--- config.mk ---
export PLATFORM = sky130hd
export DESIGN_NAME = accum_decimator_flat
export DESIGN_NICKNAME = d
export VERILOG_FILES = /design/src/rtl/dsp_pkg.sv /design/src/rtl/accum_decimator_if.sv /design/src/rtl/accum_decimator_wbregs.sv /design/src/rtl/accum_decimator.sv /design/src/flat_wrapper.sv
export SDC_FILE = /design/constraint.sdc
export NUM_CORES = 1
export LEC_CHECK = 0
export CAP_MARGIN = 20
export CORE_ASPECT_RATIO = 2
export CORE_MARGIN = 1.5
export CORE_UTILIZATION = 35
export DETAILED_ROUTE_END_ITERATION = 8
export DONT_BUFFER_PORTS = 1
export REMOVE_ABC_BUFFERS = 1
export SYNTH_ARGS = -nofsm -noshare
export SYNTH_HDL_FRONTEND = slang
export SYNTH_SLANG_ARGS = --single-unit
--- constraint.sdc ---
create_clock -name clk -period 7.4 [get_ports clk]
set_input_delay 0.37 -clock clk [delete_from_list [all_inputs] [get_ports clk]]
set_output_delay 0.37 -clock clk [all_outputs]
set_load 0.005 [all_outputs]
--- src/rtl/dsp_pkg.sv ---
// Shared DSP definitions: config register map and the round/shift/saturate helper.
package dsp_pkg;

    localparam int unsigned ADDR_RATIO  = 0;
    localparam int unsigned ADDR_SHIFT  = 1;
    localparam int unsigned ADDR_SATCNT = 2;

    // Round half up, arithmetic shift right by 'shift', then clip to a signed 'ow'-bit range.
    // The 64-bit working width leaves headroom for any accumulator up to 62 bits.
    function automatic logic signed [63:0] round_shift_sat(
        input  logic signed [63:0] sum,
        input  int unsigned        shift,
        input  int unsigned        ow,
        output logic               clipped
    );
        logic signed [63:0] r;
        logic signed [63:0] max_v;
        logic signed [63:0] min_v;
        r = sum;
        if (shift > 0) begin
            r = r + (64'sd1 <<< (shift - 1));
        end
        r       = r >>> shift;
        max_v   = (64'sd1 <<< (ow - 1)) - 64'sd1;
        min_v   = -(64'sd1 <<< (ow - 1));
        clipped = 1'b0;
        if (r > max_v) begin
            r       = max_v;
            clipped = 1'b1;
        end else if (r < min_v) begin
            r       = min_v;
            clipped = 1'b1;
        end
        return r;
    endfunction

endpackage

--- src/rtl/accum_decimator_if.sv ---
// Stream-in, stream-out and config-bus signals of the accumulate-and-dump decimator.
interface accum_decimator_if #(
    parameter int unsigned DW    = 24,
    parameter int unsigned CFGAW = 32,
    parameter int unsigned CFGDW = 32
) ();
    logic signed [DW-1:0]    s_axis_tdata;
    logic                    s_axis_tvalid;
    logic                    s_axis_tready;
    logic signed [DW-1:0]    m_axis_tdata;
    logic                    m_axis_tvalid;
    logic                    m_axis_tready;
    logic                    cyc_i;
    logic                    stb_i;
    logic                    we_i;
    logic                    ack_o;
    logic                    stall_o;
    logic [CFGAW-1:0]        addr_i;
    logic [CFGDW-1:0]        data_i;
    logic [CFGDW-1:0]        data_o;

    modport slave (
        input  s_axis_tdata, s_axis_tvalid, m_axis_tready,
        input  cyc_i, stb_i, we_i, addr_i, data_i,
        output s_axis_tready, m_axis_tdata, m_axis_tvalid,
        output ack_o, stall_o, data_o
    );

    modport master (
        output s_axis_tdata, s_axis_tvalid, m_axis_tready,
        output cyc_i, stb_i, we_i, addr_i, data_i,
        input  s_axis_tready, m_axis_tdata, m_axis_tvalid,
        input  ack_o, stall_o, data_o
    );
endinterface

--- src/rtl/accum_decimator_wbregs.sv ---
// Generic Wishbone-style register file: N_CTL read/write words followed by N_STS read-only words.
module WbRegs #(
    parameter int unsigned              CFGAW       = 32,
    parameter int unsigned              CFGDW       = 32,
    parameter int unsigned              N_CTL       = 2,
    parameter int unsigned              N_STS       = 1,
    parameter int unsigned              STS_W       = 16,
    parameter bit                       SIGN_EXTEND = 1'b0,
    parameter logic [N_CTL*CFGDW-1:0]   CTL_RST     = '0
) (
    input  logic                              clk,
    input  logic                              rst,
    input  logic                              cyc_i,
    input  logic                              stb_i,
    input  logic                              we_i,
    input  logic [CFGAW-1:0]                  addr_i,
    input  logic [CFGDW-1:0]                  data_i,
    output logic                              ack_o,
    output logic                              stall_o,
    output logic [CFGDW-1:0]                  data_o,
    output logic [N_CTL-1:0][CFGDW-1:0]       ctl_o,
    input  logic [N_STS-1:0][STS_W-1:0]       sts_i
);
    logic [N_CTL-1:0][CFGDW-1:0] ctl_q, ctl_d;
    logic                        ack_q, ack_d;
    logic [CFGDW-1:0]            data_q, data_d;
    logic                        req;

    always_comb begin
        req    = cyc_i && stb_i;
        ctl_d  = ctl_q;
        ack_d  = req;
        data_d = '0;
        for (int unsigned i = 0; i < N_CTL; i++) begin
            if (req && addr_i == CFGAW'(i)) begin
                if (we_i) ctl_d[i] = data_i;
                else      data_d   = ctl_q[i];
            end
        end
        // Status words sit directly above the control words; bus writes to them are dropped.
        for (int unsigned j = 0; j < N_STS; j++) begin
            if (req && !we_i && addr_i == CFGAW'(N_CTL + j)) begin
                data_d = SIGN_EXTEND ? CFGDW'(signed'(sts_i[j])) : CFGDW'(sts_i[j]);
            end
        end
    end

    always_ff @(posedge clk) begin
        if (rst) begin
            ctl_q  <= CTL_RST;
            ack_q  <= 1'b0;
            data_q <= '0;
        end else begin
            ctl_q  <= ctl_d;
            ack_q  <= ack_d;
            data_q <= data_d;
        end
    end

    assign ctl_o   = ctl_q;
    assign ack_o   = ack_q;
    assign stall_o = 1'b0;
    assign data_o  = data_q;
endmodule

--- src/rtl/accum_decimator.sv ---
// Integrate-and-dump decimator: sums R input samples, emits one rounded, shifted, saturated output.
module accum_decimator
    import dsp_pkg::*;
#(
    parameter int unsigned DW    = 24,
    parameter int unsigned CFGAW = 32,
    parameter int unsigned CFGDW = 32,
    parameter int unsigned RW    = 8
) (
    input  logic               clk,
    input  logic               rst,
    accum_decimator_if.slave   bus
);
    localparam int unsigned AW = DW + RW;
    localparam int unsigned SW = $clog2(RW + 1);

    logic [1:0][CFGDW-1:0] ctl;
    logic [15:0]           satcnt_q, satcnt_d;

    WbRegs #(
        .CFGAW       (CFGAW),
        .CFGDW       (CFGDW),
        .N_CTL       (2),
        .N_STS       (1),
        .STS_W       (16),
        .SIGN_EXTEND (1'b0),
        .CTL_RST     ({CFGDW'(0), CFGDW'(1)})
    ) u_regs (
        .clk     (clk),
        .rst     (!rst),
        .cyc_i   (bus.cyc_i),
        .stb_i   (bus.stb_i),
        .we_i    (bus.we_i),
        .addr_i  (bus.addr_i),
        .data_i  (bus.data_i),
        .ack_o   (bus.ack_o),
        .stall_o (bus.stall_o),
        .data_o  (bus.data_o),
        .ctl_o   (ctl),
        .sts_i   (satcnt_q)
    );

    logic [RW-1:0]        ratio_cfg, ratio_sh_q, ratio_sh_d, cur_ratio;
    logic [SW-1:0]        shift_cfg, shift_sh_q, shift_sh_d, cur_shift;
    logic [RW-1:0]        cnt_q, cnt_d;
    logic signed [AW-1:0] acc_q, acc_d, sum;
    logic signed [DW-1:0] out_q, out_d;
    logic                 vld_q, vld_d;
    logic                 s_ready, accept, clipped;
    logic                 ratio_hi_unused;

    // RATIO is only RW bits wide; the upper bus bits are ignored on use.
    assign ratio_hi_unused = |ctl[ADDR_RATIO][CFGDW-1:RW];
    assign ratio_cfg = (ctl[ADDR_RATIO][RW-1:0] == '0) ? RW'(1) : ctl[ADDR_RATIO][RW-1:0];
    assign shift_cfg = (ctl[ADDR_SHIFT] > CFGDW'(RW)) ? SW'(RW) : ctl[ADDR_SHIFT][SW-1:0];

    always_comb begin
        s_ready    = rst && (!vld_q || bus.m_axis_tready);
        accept     = bus.s_axis_tvalid && s_ready;
        // The first sample of a block already uses the live config it is about to latch.
        cur_ratio  = (cnt_q == '0) ? ratio_cfg : ratio_sh_q;
        cur_shift  = (cnt_q == '0) ? shift_cfg : shift_sh_q;
        sum        = acc_q + AW'(bus.s_axis_tdata);
        clipped    = 1'b0;
        ratio_sh_d = ratio_sh_q;
        shift_sh_d = shift_sh_q;
        cnt_d      = cnt_q;
        acc_d      = acc_q;
        out_d      = out_q;
        vld_d      = vld_q;
        satcnt_d   = satcnt_q;
        if (vld_q && bus.m_axis_tready) vld_d = 1'b0;
        if (accept) begin
            if (cnt_q == '0) begin
                ratio_sh_d = ratio_cfg;
                shift_sh_d = shift_cfg;
            end
            if (cnt_q == cur_ratio - RW'(1)) begin
                out_d = DW'(round_shift_sat(64'(sum), 32'(cur_shift), DW, clipped));
                vld_d = 1'b1;
                acc_d = '0;
                cnt_d = '0;
                if (clipped && satcnt_q != '1) satcnt_d = satcnt_q + 16'd1;
            end else begin
                acc_d = sum;
                cnt_d = cnt_q + RW'(1);
            end
        end
    end

    always_ff @(posedge clk) begin
        if (!rst) begin
            ratio_sh_q <= RW'(1);
            shift_sh_q <= '0;
            cnt_q      <= '0;
            acc_q      <= '0;
            out_q      <= '0;
            vld_q      <= 1'b0;
            satcnt_q   <= '0;
        end else begin
            ratio_sh_q <= ratio_sh_d;
            shift_sh_q <= shift_sh_d;
            cnt_q      <= cnt_d;
            acc_q      <= acc_d;
            out_q      <= out_d;
            vld_q      <= vld_d;
            satcnt_q   <= satcnt_d;
        end
    end

    assign bus.s_axis_tready = s_ready;
    assign bus.m_axis_tdata  = out_q;
    assign bus.m_axis_tvalid = vld_q;
endmodule

--- src/flat_wrapper.sv ---
// flat-port wrapper written by rule: the top's interface ports become plain ports
module accum_decimator_flat import dsp_pkg::*;
#(
    parameter int unsigned DW    = 24,
    parameter int unsigned CFGAW = 32,
    parameter int unsigned CFGDW = 32,
    parameter int unsigned RW    = 8
)
  (clk, rst, bus_s_axis_tdata, bus_s_axis_tvalid, bus_m_axis_tready, bus_cyc_i, bus_stb_i, bus_we_i, bus_addr_i, bus_data_i, bus_s_axis_tready, bus_m_axis_tdata, bus_m_axis_tvalid, bus_ack_o, bus_stall_o, bus_data_o);
  accum_decimator_if #(.DW(DW), .CFGAW(CFGAW), .CFGDW(CFGDW)) bus_i ();
  input  logic clk;
  input  logic rst;
  input wire logic [$bits(bus_i.s_axis_tdata)-1:0] bus_s_axis_tdata;
  input wire logic [$bits(bus_i.s_axis_tvalid)-1:0] bus_s_axis_tvalid;
  input wire logic [$bits(bus_i.m_axis_tready)-1:0] bus_m_axis_tready;
  input wire logic [$bits(bus_i.cyc_i)-1:0] bus_cyc_i;
  input wire logic [$bits(bus_i.stb_i)-1:0] bus_stb_i;
  input wire logic [$bits(bus_i.we_i)-1:0] bus_we_i;
  input wire logic [$bits(bus_i.addr_i)-1:0] bus_addr_i;
  input wire logic [$bits(bus_i.data_i)-1:0] bus_data_i;
  output wire logic [$bits(bus_i.s_axis_tready)-1:0] bus_s_axis_tready;
  output wire logic [$bits(bus_i.m_axis_tdata)-1:0] bus_m_axis_tdata;
  output wire logic [$bits(bus_i.m_axis_tvalid)-1:0] bus_m_axis_tvalid;
  output wire logic [$bits(bus_i.ack_o)-1:0] bus_ack_o;
  output wire logic [$bits(bus_i.stall_o)-1:0] bus_stall_o;
  output wire logic [$bits(bus_i.data_o)-1:0] bus_data_o;
  assign bus_i.s_axis_tdata = bus_s_axis_tdata;
  assign bus_i.s_axis_tvalid = bus_s_axis_tvalid;
  assign bus_i.m_axis_tready = bus_m_axis_tready;
  assign bus_i.cyc_i = bus_cyc_i;
  assign bus_i.stb_i = bus_stb_i;
  assign bus_i.we_i = bus_we_i;
  assign bus_i.addr_i = bus_addr_i;
  assign bus_i.data_i = bus_data_i;
  assign bus_s_axis_tready = bus_i.s_axis_tready;
  assign bus_m_axis_tdata = bus_i.m_axis_tdata;
  assign bus_m_axis_tvalid = bus_i.m_axis_tvalid;
  assign bus_ack_o = bus_i.ack_o;
  assign bus_stall_o = bus_i.stall_o;
  assign bus_data_o = bus_i.data_o;
  accum_decimator #(.DW(DW), .CFGAW(CFGAW), .CFGDW(CFGDW), .RW(RW)) u_core (.clk(clk), .rst(rst), .bus(bus_i));
endmodule
==> reports/metrics.yaml <==
status: "completed"
core_area_um2: 40200
fillers: 4198
crit_family: "compound AO/OA/AOI/OAI gates"
cp_data_required_time_ns: 7.79
grt.total_usage: 0.242
critPathBufInv: 3
place_congestion: 0.983
io_buffers: 0
n_antenna_cell: 0
via_per_inst: 5.89
yosys_warnings: 0
leakagePower_nw: 6.00
rows: 104
synth_area_um2: 14300
first_pass_iters: 8
path_class: "reg2reg"
nets: 2102
syn_inst: 1959
grt_pass1_wl_um: 79600
fin_crit_sh: 0.936
grt_pass1_vias: 14600
ys_top_cells_by_area: "dfxtp_1, a21oi_1, nand2_1, ha_1, mux2i_1"
die_area_um2: 42100
hp-class: "in2reg"
worstSetupEndpointType: "flip-flop"
multi_input_area_um2: 9950
max_stage_delay_ns: 0.48
root_buffer: "clkbuf_16"
maxCapViolCount: 0
synth.most_common_cell: "nand2_1"
arrival_ns: 7.31
drt-initial-drc-count: 754
tightestPinTransition_ns: 1.14
ir_worst_vdd_mv: 0.190
slowest_stage: "or4_1"
r2r-start: "u_core.acc_q[0]"
io_pins: 155
hp-start: "bus_data_i[25]"
path_max_fanout: 14
yosys-top-cells-count: "nand2_1, a21oi_1, dfxtp_1"
synthFlopType: "dfxtp_1"
dp_slack_ns: 0.261
clock_skew_ns: 0.0191
cts_tree: "done"
postRouteWirelength_um: 51800
start_util: 0.355
ant_nets: 0
die_width_um: 146
wl_per_cell_um: 20.9
finalHoldViolations: 0
drc: 0
setup_viol_count_final: 0
final_util: 0.393
synth_area_leader_cell: "dfxtp_1"
layout-drive-gt1-share: 0.0877
area.sequential_um2: 3800
maxSlewHeadroom: 0.240
synth-edff-count: 0
period_needed_ns: 6.93
rsz0062_at_grt: "false"
clock_sinks: 190
ys_seq_area_frac: 0.266
finalSetupTns_ns: 0
cts_max_level: 4
post_cts.repair.setup_buffers: 0
synth_top_area_share: 0.266
fp.dieH_um: 289
vias: 14600
whs_ns: 0.0219
slew_viol_final: 0
ys_ff_latch: 190
yosysUniqueCellTypes: 87
grt_max_degree: 62
syn_area_per_cell_um2: 7.30
start_kind: "flip-flop"
place_inst: 2445
crit_start: "u_core.acc_q[0]"
clock_path_buffers: 2
clock_latency_ns: 0.47
async_flop_share: 0
instances_no_fill: 2479
p_per_area_nw_per_um2: 367
area_growth_syn_to_layout_pct: 10.7
cts_made_buffers: 17
grt_remaining_overflow: 0
cts.clk_slew.worst_paths_ns: 0.10
setup_ws_ns: 0.474
dp_hpwl_um: 40000
timing.fmax_mhz: 144
antenna_found_initial: 0
## worst reg2reg max path, cell delays in order (launching register included)
cell       delay (ns)
dfxtp_1          0.33
ha_1             0.21
fa_1             0.45
a211oi_1         0.44
nor3_1           0.15
nor3b_1          0.28
o21ai_0          0.19
a31oi_1          0.23
xor2_1           0.26
inv_1            0.08
ha_1             0.39
nand2_1          0.14
o31a_1           0.31
or3_4            0.42
a211o_1          0.36
a211o_4          0.39
xnor2_1          0.14
a222oi_1         0.29
buf_4            0.23
a2bb2oi_1        0.22
a31oi_1          0.12
o2111ai_2        0.24
o21ai_1          0.13
buf_4            0.20
or4_1            0.48
a21oi_1          0.16
## final timing paths
kind | cells after the start | slack [ns] | end
setup / recovery | 25 | 0.47 | u_core.satcnt_q[6]
hold / removal | 2 | 0.02 | u_core.u_regs.ctl_o[57]
setup reg to reg | 25 | 0.47 | u_core.satcnt_q[6]
hold reg to reg | 2 | 0.46 | u_core.u_regs.ctl_o[14]
## layout make-up
type,instances,area share
clock buffers,17,0.0269
clock inverters,15,0.0143
inverters,35,0.00846
multi-input cells,1615,0.629
flip-flops and latches,190,0.240
well taps,530,0.0419
repair buffers,77,0.0388
## repair_timing
action,CTS,global route
endpoints found under the setup margin,0,14
hold endpoints to repair,1,0
gates resized for setup,0,2
hold buffers,1,0
## layout by cell type (no fill, tap or decap), drive strengths merged, types with 10 or more instances in the layout
cell type / n
a211oi: 33
a21o: 25
a21oi: 262
a31oi: 12
and2: 10
and3: 20
buf: 76
clkbuf: 17
conb: 17
dfxtp: 190
ha: 69
inv: 45
mux2: 22
mux2i: 78
nand2: 299
nand2b: 11
nand3: 41
nand3b: 16
nand4: 27
nor2: 176
nor3: 62
nor4: 27
o211ai: 28
o21a: 26
o21ai: 94
o22ai: 30
o31ai: 17
or2: 10
or3: 13
or4: 10
xnor2: 38
xor2: 27
## state kept, by name, summed over array words and instances (netlist names)
signal	cells
u_core.ratio_sh_q	8
u_core.bus.m_axis_tdata	24
u_core.u_regs.ack_o	1
u_core.u_regs.ctl_o	64
u_core.bus.m_axis_tvalid	1
u_core.shift_sh_q	4
u_core.u_regs.data_o	32
u_core.acc_q	32
u_core.cnt_q	8
u_core.satcnt_q	16
## per-stage QoR
| step | total power (W) | instance area [µm²] |
|---|---|---|
| finish | 0.00581 | 15800 |
| global route | 0.00620 | 15800 |
| CTS | 0.00573 | 15800 |
| detailed placement | 0.00468 | 15100 |
| global placement | 0.00466 | 15100 |
| floorplan | 0.00363 | 13800 |
## power breakdown
group | switching (W) | total (W) | internal [W]
clock network | 0.000553 | 0.00104 | 0.000484
logic | 0.00218 | 0.00356 | 0.00138
registers | 0.0000970 | 0.00122 | 0.00112
total | 0.00283 | 0.00581 | 0.00298
## metal layers
layer | share of wire | wire length (µm) | global-route usage
met3 | 0.053 | 2760 | 0.0567
met5 | 0 | 0 | 0
met1 | 0.34 | 17600 | 0.215
met2 | 0.54 | 27800 | 0.473
met4 | 0.071 | 3680 | 0.172
## cells by family after synthesis
kind of cell / count (synthesis) / share of synthesized area
buffers and inverters: 170 / 0.0470
AOI/OAI and AO/OA: 621 / 0.270
and+or+nand+nor: 741 / 0.241
DFF: 190 / 0.266
adders and majority gates: 71 / 0.0632
muxes: 100 / 0.0720
xor gates and xnor gates: 65 / 0.0398
other: 1 / 0.000262
Power figures use the tool's default switching activity.
